===== src/rtl/pq_event_dispatcher.sv =====
// Front-end for the heap priority queue: takes events in, keeps the smallest one
// in a single dispatch slot, and issues at most one enqueue/dequeue per cycle.
module pq_event_dispatcher #(
    parameter int WIDTH   = 32,
    parameter int CMP_WID = 32,
    parameter int DEPTH   = 5
) (
    input  logic               clk,
    input  logic               rst_n,
    input  logic               ev_in_valid,
    output logic               ev_in_ready,
    input  logic [WIDTH-1:0]   ev_in_data,
    output logic               ev_out_valid,
    input  logic               ev_out_ready,
    output logic [WIDTH-1:0]   ev_out_data,
    output logic               q_enq,
    output logic               q_deq,
    output logic [WIDTH-1:0]   q_inp_data,
    input  logic [WIDTH-1:0]   q_out_data,
    input  logic [DEPTH-1:0]   q_elem_cnt,
    input  logic               q_full,
    input  logic               q_empty,
    output logic [CMP_WID-1:0] min_key,
    output logic [31:0]        disp_cnt
);

    function automatic logic [CMP_WID-1:0] key_of(input logic [WIDTH-1:0] x);
        return x[CMP_WID-1:0];
    endfunction

    function automatic logic [CMP_WID-1:0] min_of(input logic [CMP_WID-1:0] a,
                                                  input logic [CMP_WID-1:0] b);
        return (a < b) ? a : b;
    endfunction

    typedef enum logic [2:0] {
        OP_HOLD,
        OP_BYPASS,
        OP_ENQ_BUBBLE,
        OP_SWAP,
        OP_ENQ_IN,
        OP_REFILL,
        OP_DRAIN
    } op_e;

    logic             vld_p0;
    logic [WIDTH-1:0] slot_p0;
    logic [31:0]      disp_cnt_p0;

    logic in_fire, out_fire, slot_free;
    logic in_lt_head, in_lt_slot;
    op_e  op;

    assign ev_in_ready = rst_n & ~q_full;
    assign in_fire     = ev_in_valid & ev_in_ready;
    assign out_fire    = vld_p0 & ev_out_ready;
    assign slot_free   = ~vld_p0 | out_fire;
    assign in_lt_head  = key_of(ev_in_data) < key_of(q_out_data);
    assign in_lt_slot  = key_of(ev_in_data) < key_of(slot_p0);

    // Strict compares: an equal key never overtakes, so older events leave first.
    always_comb begin
        op = OP_HOLD;
        if (in_fire) begin
            if (slot_free)
                op = (q_empty || in_lt_head) ? OP_BYPASS : OP_ENQ_BUBBLE;
            else
                op = in_lt_slot ? OP_SWAP : OP_ENQ_IN;
        end else if (slot_free) begin
            op = q_empty ? OP_DRAIN : OP_REFILL;
        end
    end

    assign q_enq      = rst_n & ((op == OP_ENQ_BUBBLE) | (op == OP_SWAP) | (op == OP_ENQ_IN));
    assign q_deq      = rst_n & (op == OP_REFILL);
    assign q_inp_data = (op == OP_SWAP) ? slot_p0 : ev_in_data;

    // Stage p0: dispatch slot and counter
    always_ff @(posedge clk or negedge rst_n) begin
        if (!rst_n) begin
            vld_p0      <= 1'b0;
            slot_p0     <= '0;
            disp_cnt_p0 <= '0;
        end else begin
            if (out_fire)
                disp_cnt_p0 <= disp_cnt_p0 + 32'd1;
            case (op)
                OP_BYPASS: begin
                    vld_p0  <= 1'b1;
                    slot_p0 <= ev_in_data;
                end
                OP_SWAP:   slot_p0 <= ev_in_data;
                OP_REFILL: begin
                    vld_p0  <= 1'b1;
                    slot_p0 <= q_out_data;
                end
                OP_ENQ_BUBBLE, OP_DRAIN: vld_p0 <= 1'b0;
                default: ;
            endcase
        end
    end

    assign ev_out_valid = vld_p0;
    assign ev_out_data  = slot_p0;
    assign disp_cnt     = disp_cnt_p0;

    always_comb begin
        if (vld_p0)
            min_key = q_empty ? key_of(slot_p0) : min_of(key_of(slot_p0), key_of(q_out_data));
        else if (!q_empty)
            min_key = key_of(q_out_data);
        else
            min_key = '1;
    end

    a_no_enq_deq: assert property (@(posedge clk) disable iff (!rst_n) !(q_enq && q_deq));
    a_no_enq_full: assert property (@(posedge clk) disable iff (!rst_n) q_enq |-> !q_full);
    a_no_deq_empty: assert property (@(posedge clk) disable iff (!rst_n) q_deq |-> !q_empty);
    a_cnt_empty: assert property (@(posedge clk) disable iff (!rst_n) (q_elem_cnt != '0) == !q_empty);
    a_slot_order: assert property (@(posedge clk) disable iff (!rst_n)
        (vld_p0 && !q_empty) |-> (key_of(slot_p0) <= key_of(q_out_data)));

endmodule


===== config.mk =====
export PLATFORM = sky130hd
export DESIGN_NAME = pq_event_dispatcher
export DESIGN_NICKNAME = d
export VERILOG_FILES = /design/src/rtl/pq_event_dispatcher.sv
export SDC_FILE = /design/constraint.sdc
export NUM_CORES = 1
export LEC_CHECK = 0
export BUFFER_PORTS_ARGS = -buffer_cell sky130_fd_sc_hd__buf_2
export CAP_MARGIN = 20
export CORE_MARGIN = 3
export CORE_UTILIZATION = 35
export DETAILED_ROUTE_END_ITERATION = 8
export GPL_ROUTABILITY_DRIVEN = 0
export MAX_ROUTING_LAYER = met4
export SETUP_SLACK_MARGIN = 0.05
export SYNTH_ARGS = -nofsm -noshare
export SYNTH_HDL_FRONTEND = slang
export SYNTH_SLANG_ARGS = --single-unit

===== constraint.sdc =====
create_clock -name clk -period 4.27 [get_ports clk]
set_input_delay 0.427 -clock clk [delete_from_list [all_inputs] [get_ports clk]]
set_output_delay 0.427 -clock clk [all_outputs]
set_load 0.05 [all_outputs]

==> results of run 1 <==
==> layout by cell type (no fill, tap or decap), types with 3 or more instances in the layout <==
master and count:
buf_12 5, inv_1 94, o211ai_1 3, clkbuf_16 11, a21o_1 13, and2_1 6
buf_2 168, nand2b_1 4, and4_1 4, xor2_1 8, nand2_1 70, o21ai_0 36
xnor2_1 24, nor2b_1 4, o22a_1 32, o21ai_1 14, nand3_1 20, nor2_1 27
a211oi_1 8, nor3b_1 34, and3_1 11, ha_1 96, nor3_1 66, dfrtp_1 56
o211a_1 34, a21oi_1 25, nand4_1 15, dfrtp_2 9, nor3_2 3, inv_6 3
buf_4 49
==> report_power, final <==
part           total [mW]  switching [mW]  internal, mW
clock network       0.798           0.334         0.464
registers            1.10           0.295         0.803
logic                4.09            2.85          1.24
==> worst max-delay path, cell delays in order, from the launching register on <==
cell and delay (ps):
dfrtp_2 420, inv_1 50, ha_1 280, a21oi_1 190, o21ai_2 120, o21ai_0 220, buf_4 160, o21a_1 100
o211a_1 190, nand2_1 70, o211ai_1 150, ha_2 250, o21ai_2 70, a21oi_4 260, buf_4 160, mux2_2 310
clkbuf_4 220
==> registers in the layout, summed over array words and instances, names as in the netlist <==
signal / count
disp_cnt: 32
ev_out_data: 32
ev_out_valid: 1
==> area by class of cell <==
type | instances | area [um2]
diodes | 1 | 2.50
repair buffers | 225 | 1370
well taps | 229 | 287
clock inverters | 7 | 83.8
inverters | 94 | 353
clock buffers | 9 | 225
multi-input cells | 587 | 4350
flip-flops and latches | 65 | 1640
fillers | 1825 | 9720
==> routing by layer <==
layer	global-route usage [%]	up-vias
met2	29.8	188
li1	-	3218
met3	3.94	15
met5	-	-
met1	27.2	2858
met4	4.85	0
==> timing repair <==
| action | CTS | global route |
|---|---|---|
| gates cloned | 0 | 2 |
| setup buffers | 0 | 6 |
| setup endpoints to repair | 29 | 48 |
| pin swaps | 0 | 2 |
| gates resized for setup | 29 | 28 |
| endpoints found under the hold margin | 0 | 0 |
==> final timing paths <==
kind / from / end / slack (ps) / cells past startpoint
worst max register to register: ev_out_data[9]$_DFFE_PN0P_ / ev_out_data[0]$_DFFE_PN0P_ / 910 / 18
worst max-delay path: ev_out_data[9]$_DFFE_PN0P_ / q_inp_data[0] / 260 / 16
min in group clk: q_out_data[19] / ev_out_data[19]$_DFFE_PN0P_ / 430 / 3
max in group asynchronous: rst_n / ev_out_data[30]$_DFFE_PN0P_ / 3220 / 3
worst min-delay path: rst_n / ev_out_data[2]$_DFFE_PN0P_ / 170 / 2
worst min register to register: disp_cnt[31]$_DFFE_PN0P_ / disp_cnt[31]$_DFFE_PN0P_ / 480 / 1
==> kinds of logic after synthesis <==
kind of cell	after synthesis	share of synthesized area, %
AOI/OAI and AO/OA	188	21.4
buffers and inverters	133	8.42
adders and majority gates	98	19.0
and+or+nand+nor	267	21.2
xor gates and xnor gates	32	4.35
DFF	65	25.2
muxes	2	0.349
==> stage by stage <==
step,setup WS [ps],TNS [ps],std cells,utilization [%],cell area (um2)
floorplan,-130,-2600,785,-,6450
global placement,150,0,1192,43.0,7760
detailed placement,108,0,1192,43.0,7760
CTS,49.3,0,1208,45.2,8140
global route,29.1,0,1216,46.1,8300
finish,261,0,1217,46.1,8310
==> results.py, run 1 <==
metrics = {
    "detailed_routing": {
        "postRouteAntennaNets": 0,
        "detail_route.iter0.violations": 204,
        "via_total_after_detailed_routing": 6279,
        "routed_wirelength_mm": 19.8,
        "drcViolationCount": 0,
        "highest_layer": "met4",
        "wire_per_inst_um": 16.3,
        "dr_vias_cell": 5.16,
        "drt_pre_antenna_iters": 5,
        "detailroute.wirelength.met3_mm": 1.21,
        "met1Wirelength_mm": 9.80,
        "detailroute.wirelength.met2_mm": 8.56,
    },
    "synthesis": {
        "synthMostInstantiatedCell": "ha_1",
        "async_flop_share_pct": 100,
        "post_synth_edffs": 0,
        "mappedNetlistArea_um2": 6450,
        "syn-num-nets": 958,
        "yosysTopAreaCell": "dfrtp_1",
        "synthCells": 785,
        "synth_flop_cell": "dfrtp_1",
        "post_synthesis_average_cell_area_um2": 8.21,
        "yosys_warnings": 0,
        "yosys.area.top_type_share_pct": 25.2,
        "synth_area_leaders": "dfrtp_1, ha_1, inv_1",
        "synth.ff_latch_count": 65,
        "yosysSeqAreaShare_pct": 25.2,
        "synthDistinctLibCells": 46,
        "post_synth_most_frequent_cells": "ha_1, inv_1, nand2_1",
    },
    "critical_path": {
        "cp-end-kind": "primary output",
        "startpoint_type": "register",
        "critPathMaxFanout": 6,
        "cp_data_required_time_ps": 3840,
        "timing.critical_path.arrival_ps": 3580,
        "crit_type": "register to primary output",
    },
    "floorplan": {
        "die_w_um": 142,
        "core_um2": 18000,
        "row_count": 49,
        "die_y_um": 142,
        "fp.dieArea_um2": 20100,
        "io_count": 207,
        "initial_utilization_pct": 35.8,
    },
    "cells_and_area": {
        "layout.nets": 1155,
        "areaGrowthSynthToFinish_pct": 28.8,
        "layout-drive-gt1-share_pct": 27.5,
    },
    "worst_hold_path": {
        "worstHoldPathType": "input pin to async pin",
    },
    "place": {
        "place_hpwl_mm": 15.0,
        "place.port_buffers": 201,
    },
    "power": {
        "finalPower_mw": 5.99,
        "cellPowerDensity_nw_per_um2": 721,
        "max-vdd-ir-drop_uv": 446,
        "power.static_leakage_nw": 4.52,
    },
    "sta": {
        "fin_hold_ws_ps": 167,
        "relSlewSlack_pct": 59.2,
        "timing.clock.skew_ps": 7.38,
        "rsz0062_at_grt": "false",
        "finalCritPeriodShare_pct": 93.9,
        "timing_hold_violations_final": 0,
        "max_clock_freq_ghz": 0.249,
        "max_slew.worst_pin.slew_ps": 608,
        "period_minus_slack_ps": 4010,
        "report.final.setup_viol": 0,
        "finalMaxSlewViolations": 0,
    },
    "cts": {
        "cts.htree.levels": 3,
        "clock_tree_from_tritoncts": "done",
        "hold_buffers": 0,
        "cts_made_buffers": 9,
        "worst_skew_pair.late_latency_ps": 340,
        "path_clk_slew_ps": 70,
        "clk_root_buffer_cell": "clkbuf_16",
        "cts_num_sinks": 65,
        "cts.path.max_buffers": 2,
    },
    "run": {
        "drv.max_cap_violation_count": 0,
    },
    "global_route": {
        "number_of_antenna_violations_at_the_first_check_in_global_routing": 0,
        "first_pass_grt_wire_length_mm": 31.2,
        "grt_pass1_vias": 5943,
        "grt.overflow.total": 0,
        "globalRouteTotalUtil_pct": 19.7,
        "grt_max_degree": 97,
    },
    "run_status": {
        "outcome": "finished, final reports clean",
    },
}
Note: power is estimated with default switching activity, not from simulation.
==> run 2, diff against run 1 <==
CORE_ASPECT_RATIO = 0.75   (was unset)
==> run 2 against run 1 <==
  * Register-to-register slack better by 130 ps
  * Cell area is 0.59% lower
  * Global-route usage is 0.58 points higher
  * Count of clock-buffer cells in the layout is 1 higher
  * Sequential share of layout area is 0.086 points higher
  * First-iteration DRC count is 27% higher
  * Combinational power is 1% lower
  * Flip-flop and latch count stayed put
  * Highest routed layer unchanged
  * Utilization is 0.13 points higher
==> results.py, run 2 (same netlist as run 1, synthesis figures left out) <==
metrics = {
    "critical_path": {
        "crit_family": "compound AO/OA/AOI/OAI gates",
        "startpoint_type": "input pin",
        "reg2reg_slack_ps": 1040,
        "rr_worst_depth": 17,
        "cp_cell_sequence": "buf_2 -> inv_1 -> ha_1 -> nand4_1 -> or2_2 -> nor3_2 -> o41ai_2 -> a2111o_1 -> nand2_1 -> ha_1 -> o21ai_0 -> a21oi_4 -> buf_12 -> buf_12 -> nand2_1 -> o21ai_1 -> buf_2",
        "cp_data_required_time_ps": 3840,
        "timing.critical_path.arrival_ps": 3600,
        "r2r_path_start": "ev_out_data[7]$_DFFE_PN0P_",
        "setup.worst_path.end": "q_inp_data[3]",
        "path_buf_inv": 5,
        "critical-path-slowest-cell": "a2111o_1",
        "critPathMaxFanout": 16,
        "cp.depth": 17,
        "cp-end-kind": "primary output",
        "max_stage_delay_ps": 430,
        "rr_endpoint": "ev_out_data[1]$_DFFE_PN0P_",
        "worstSetupStartpoint": "q_out_data[29]",
        "crit_type": "input pin to primary output",
    },
    "place": {
        "place_hpwl_mm": 15.9,
        "place.port_buffers": 201,
    },
    "detailed_routing": {
        "dr_vias_cell": 5.14,
        "detail_route.iter0.violations": 259,
        "highest_layer": "met4",
        "met1Wirelength_mm": 10.9,
        "detailroute.wirelength.met2_mm": 8.12,
        "postRouteAntennaNets": 0,
        "detailroute.wirelength.met3_mm": 1.22,
        "via_total_after_detailed_routing": 6318,
        "routed_wirelength_mm": 20.4,
        "drcViolationCount": 0,
        "wire_per_inst_um": 16.6,
        "drt_pre_antenna_iters": 5,
    },
    "cts": {
        "cts.path.max_buffers": 2,
        "hold_buffers": 0,
        "cts_num_sinks": 65,
        "clock_tree_from_tritoncts": "done",
        "cts_made_buffers": 9,
        "worst_skew_pair.late_latency_ps": 350,
        "cts.htree.levels": 3,
        "path_clk_slew_ps": 60,
        "clk_root_buffer_cell": "clkbuf_16",
    },
    "floorplan": {
        "io_count": 207,
        "die_w_um": 163,
        "die_y_um": 124,
        "fp.dieArea_um2": 20100,
        "row_count": 42,
        "initial_utilization_pct": 36.1,
        "core_um2": 17900,
    },
    "sta": {
        "period_minus_slack_ps": 4020,
        "finalCritPeriodShare_pct": 94.2,
        "report.final.setup_viol": 0,
        "fin_hold_ws_ps": 125,
        "max_slew.worst_pin.slew_ps": 634,
        "setup_tns_ps": 0,
        "rsz0062_at_grt": "true",
        "max_clock_freq_ghz": 0.248,
        "relSlewSlack_pct": 57.4,
        "timing_hold_violations_final": 0,
        "finalMaxSlewViolations": 0,
        "timing.clock.skew_ps": 9.36,
    },
    "worst_hold_path": {
        "worstHoldPathType": "input pin to async pin",
    },
    "cells_and_area": {
        "areaGrowthSynthToFinish_pct": 28.0,
        "layout-drive-gt1-share_pct": 27.0,
        "most_common_library_cell_in_the_layout_ignoring_fill_and_taps": "buf_2",
        "n_antenna_cell": 0,
        "layout.nets": 1155,
        "mostFrequentLayoutCells": "buf_2, ha_1, inv_1",
    },
    "power": {
        "p_int_mw": 2.47,
        "power.static_leakage_nw": 4.51,
        "cellPowerDensity_nw_per_um2": 721,
        "max-vdd-ir-drop_uv": 457,
        "power.share.sequential_pct": 18.7,
        "combPwrFrac_pct": 67.8,
        "netSwitchingFraction_pct": 58.5,
        "clock_power_share_pct": 13.4,
        "switching_power_mw": 3.49,
    },
    "global_route": {
        "globalRouteTotalUtil_pct": 20.3,
        "grt_pass1_vias": 5787,
        "grt_max_degree": 57,
        "grt.overflow.total": 0,
        "number_of_antenna_violations_at_the_first_check_in_global_routing": 0,
        "first_pass_grt_wire_length_mm": 31.4,
    },
    "run": {
        "drv.max_cap_violation_count": 0,
    },
    "run_status": {
        "outcome": "finished, final reports clean",
    },
}
==> run 2: cell types whose count changed in the layout (fill, tap and decap cells not counted), moves of 2 or more <==
| cell | before | now |
|---|---|---|
| a21oi_2 | 2 | 0 |
| dfrtp_2 | 9 | 7 |
| dfrtp_1 | 56 | 58 |
| a21oi_1 | 25 | 27 |
| buf_2 | 168 | 186 |
| clkbuf_4 | 1 | 12 |
| clkinv_4 | 1 | 3 |
| buf_4 | 49 | 21 |
| nor3_2 | 3 | 1 |
==> run 2: worst min path at each step <==
stage                                        start                          end  slack, ps  cells past startpoint
after global placement    disp_cnt[31]$_DFFE_PN0P_     disp_cnt[31]$_DFFE_PN0P_        460                      1
after global routing                         rst_n   ev_out_data[8]$_DFFE_PN0P_        150                      2
after CTS                                    rst_n  ev_out_data[14]$_DFFE_PN0P_        140                      2
after floorplan                              rst_n      disp_cnt[0]$_DFFE_PN0P_        130                      0
final                                        rst_n   ev_out_data[8]$_DFFE_PN0P_        130                      2
after detailed placement  disp_cnt[31]$_DFFE_PN0P_     disp_cnt[31]$_DFFE_PN0P_        470                      1
==> run 2: metrics by stage <==
step | instance area (um2) | utilization, % | worst slack, ps | instances | total power [mW]
global route | 8260 | 46.2 | 8.35 | 1229 | 6.37
floorplan | 6450 | - | -130 | 785 | 4.13
finish | 8260 | 46.2 | 246 | 1229 | 5.96
global placement | 7810 | 43.7 | 197 | 1210 | 5.08
CTS | 8130 | 45.5 | 58.7 | 1226 | 5.94
detailed placement | 7810 | 43.7 | 146 | 1210 | 5.11
==> run 2: per-layer routing <==
metal | vias up | track usage [%]
met4 | 0 | 3.33
met5 | - | -
met2 | 190 | 28.1
li1 | 3213 | -
met1 | 2905 | 30.7
met3 | 10 | 4.12
==> run 2: layout make-up <==
cell class / instances / area, um2
clock buffer: 10 / 239
timing repair buffer: 225 / 1300
sequential: 65 / 1640
fill: 1839 / 9610
clock inverter: 6 / 73.8
inverter: 94 / 353
multi-input combinational: 587 / 4350
tap: 242 / 303
==> run 2: power by group through the flow <==
stage / registers, mW / logic [mW] / clock network (mW)
floorplan: 1.66 / 2.47 / 0
global placement: 1.12 / 3.96 / 0
global route: 1.16 / 4.37 / 0.845
detailed placement: 1.12 / 3.99 / 0
finish: 1.12 / 4.04 / 0.801
CTS: 1.11 / 4.02 / 0.818
==> run 2: timing repair <==
action,in CTS,in global routing
buffers inserted,0,2
pin swaps,0,2
hold endpoints to repair,0,0
resized for setup,3,31
setup endpoints to repair,7,58
gates cloned,0,1
==> run 3, diff against run 2 <==
--- a/config.mk
+++ b/config.mk
@@ -8,3 +8,3 @@
 export BUFFER_PORTS_ARGS = -buffer_cell sky130_fd_sc_hd__buf_2
-export CAP_MARGIN = 20
+export CAP_MARGIN = 10
 export CORE_ASPECT_RATIO = 0.75
@@ -14,2 +14,3 @@
 export GPL_ROUTABILITY_DRIVEN = 0
+export GPL_TIMING_DRIVEN = 0
 export MAX_ROUTING_LAYER = met4
==> constraint.sdc (replaced) <==
create_clock -name clk -period 4.27 [get_ports clk]
set_input_delay 0.6405 -clock clk [delete_from_list [all_inputs] [get_ports clk]]
set_output_delay 0.6405 -clock clk [all_outputs]
set_load 0.05 [all_outputs]
==> run 3 against run 2 <==
  * Fmax decreased by 3.8%
  * Sequential power about the same
  * Cell count increased by 3.0%
  * First-iteration DRC count increased by 28%
  * Via count increased by 7.5%
  * Worst hold slack improved by 79 ps
  * Non-clock buffer count increased by 37
  * Worst setup slack got worse by 160 ps
  * Utilization increased by 6.8 points
  * Cell area increased by 15%
  * Register-to-register slack got worse by 250 ps
  * Flip-flop and latch count unchanged
==> results.py, run 3 (same netlist as run 1, synthesis figures left out) <==
metrics = {
    "run_status": {
        "outcome": "finished, final reports clean",
    },
    "sta": {
        "rsz0062_at_grt": "true",
        "finalCritPeriodShare_pct": 98.0,
        "timing_hold_violations_final": 0,
        "period_minus_slack_ps": 4180,
        "relSlewSlack_pct": 59.7,
        "finalMaxSlewViolations": 0,
        "fin_hold_ws_ps": 205,
        "report.final.setup_viol": 0,
        "max_slew.worst_pin.slew_ps": 605,
        "max_clock_freq_ghz": 0.239,
        "timing.clock.skew_ps": 14.5,
        "setup_tns_ps": 0,
    },
    "detailed_routing": {
        "routed_wirelength_mm": 23.6,
        "postRouteAntennaNets": 0,
        "dr_vias_cell": 5.37,
        "drcViolationCount": 0,
        "drt_pre_antenna_iters": 4,
        "wire_per_inst_um": 18.6,
        "detail_route.iter0.violations": 331,
        "via_total_after_detailed_routing": 6794,
    },
    "cells_and_area": {
        "areaGrowthSynthToFinish_pct": 46.9,
        "finalInstanceArea_um2": 9470,
        "mostFrequentLayoutCells": "buf_2, inv_1, ha_1",
        "layout.nets": 1192,
        "fillers": 1719,
        "n_antenna_cell": 0,
        "layout-drive-gt1-share_pct": 39.4,
        "most_common_library_cell_in_the_layout_ignoring_fill_and_taps": "buf_2",
        "final_cells": 1266,
    },
    "run": {
        "drv.max_cap_violation_count": 0,
    },
    "critical_path": {
        "timing.critical_path.arrival_ps": 3540,
        "cp_data_required_time_ps": 3630,
        "crit_type": "input pin to primary output",
        "rr_endpoint": "ev_out_data[3]$_DFFE_PN0P_",
        "cp-end-kind": "primary output",
        "rr_worst_depth": 14,
        "reg2reg_slack_ps": 790,
        "startpoint_type": "input pin",
        "r2r_path_start": "ev_out_data[21]$_DFFE_PN0P_",
        "critPathMaxFanout": 6,
    },
    "cts": {
        "cts.htree.levels": 3,
        "clock_tree_from_tritoncts": "done",
        "path_clk_slew_ps": 70,
        "cts.path.max_buffers": 2,
        "cts_num_sinks": 65,
        "clk_root_buffer_cell": "clkbuf_16",
        "worst_skew_pair.late_latency_ps": 340,
        "cts_made_buffers": 9,
    },
    "global_route": {
        "grt_pass1_vias": 6284,
        "grt.overflow.total": 0,
        "globalRouteTotalUtil_pct": 23.0,
        "first_pass_grt_wire_length_mm": 34.9,
        "grt_max_degree": 48,
        "number_of_antenna_violations_at_the_first_check_in_global_routing": 0,
    },
    "power": {
        "cellPowerDensity_nw_per_um2": 680,
        "finalPower_mw": 6.44,
        "max-vdd-ir-drop_uv": 470,
        "power.static_leakage_nw": 4.86,
    },
    "floorplan": {
        "die_w_um": 163,
        "initial_utilization_pct": 36.1,
        "fp.dieArea_um2": 20100,
        "core_um2": 17900,
        "row_count": 42,
        "io_count": 207,
        "die_y_um": 124,
    },
    "place": {
        "place_hpwl_mm": 17.5,
        "place.port_buffers": 201,
        "post-place-cells": 1229,
        "placedInstanceArea_um2": 7860,
    },
    "worst_hold_path": {
        "worstHoldPathType": "input pin to async pin",
    },
}
-- run 3: cell count changes in the layout (fill, tap and decap cells not counted), moves of 8 or more --
cell / delta
buf_2: -39
buf_6: +52
buf_8: +8
clkbuf_1: +15
dfrtp_1: -13
dfrtp_2: +13
ha_1: -22
ha_4: +22
inv_1: -18
inv_4: +11
nand2_1: -23
nand2_2: +17
o21ai_0: -27
o21ai_2: +32
-- run 3: routing by layer --
metal | global-route usage (%) | routed length, um | vias up
li1 | - | - | 3296
met1 | 33.3 | 11400 | 3228
met2 | 33.3 | 10100 | 255
met3 | 5.06 | 1920 | 15
met4 | 4.23 | 245 | 0
met5 | - | 0 | -
-- run 3: what timing repair did --
item / 4_1_cts / 5_1_grt
cloned: 1 / 2
pin swaps: 11 / 36
setup endpoints to repair: 35 / 64
resized for setup: 113 / 196
hold buffers: 0 / 0
buffers inserted: 11 / 11
-- run 3: worst max path at each step --
stage	from	endpoint	cells after the start	slack, ps
after floorplan	q_out_data[30]	q_inp_data[25]	16	-140
after global placement	rst_n	q_inp_data[19]	13	-1570
after detailed placement	q_out_data[30]	q_inp_data[19]	17	-1120
after CTS	ev_out_data[2]$_DFFE_PN0P_	q_deq	15	50
after global routing	q_out_data[10]	q_inp_data[0]	17	-6
final	q_out_data[25]	q_inp_data[0]	16	90
-- run 3: power by group --
| part | total [mW] | internal, mW | switching, mW |
|---|---|---|---|
| clock | 0.799 | 0.465 | 0.333 |
| combinational | 4.51 | 1.43 | 3.08 |
| sequential | 1.13 | 0.813 | 0.321 |
| total | 6.44 | 2.71 | 3.73 |
-- run 3: cell type report --
cell class / instances / area (um2) / share of cell area, %
clock buffer: 9 / 225 / 2.38
timing repair buffer: 227 / 1660 / 17.5
tap: 242 / 303 / 3.20
buffer: 35 / 260 / 2.75
multi-input combinational: 587 / 4900 / 51.7
sequential: 65 / 1650 / 17.4
inverter: 94 / 385 / 4.07
clock inverter: 7 / 83.8 / 0.885
-- run 3: critical path: stages --
cell and delay [ps]:
buf_2 120, inv_1 90, ha_4 280, nand4_1 100
or2_4 280, nor3_4 230, o41ai_4 130, a2111o_1 450
nand2_2 110, ha_4 140, o21ai_2 50, a21oi_2 160
buf_6 150, buf_12 140, mux2_4 320, buf_12 150
-- run 3: per-stage QoR --
step,util [%],setup WS [ps]
floorplan,-,-144
finish,53.0,86.6
detailed placement,44.0,-1120
global placement,43.8,-1570
CTS,48.5,54.0
global route,53.0,-6.11
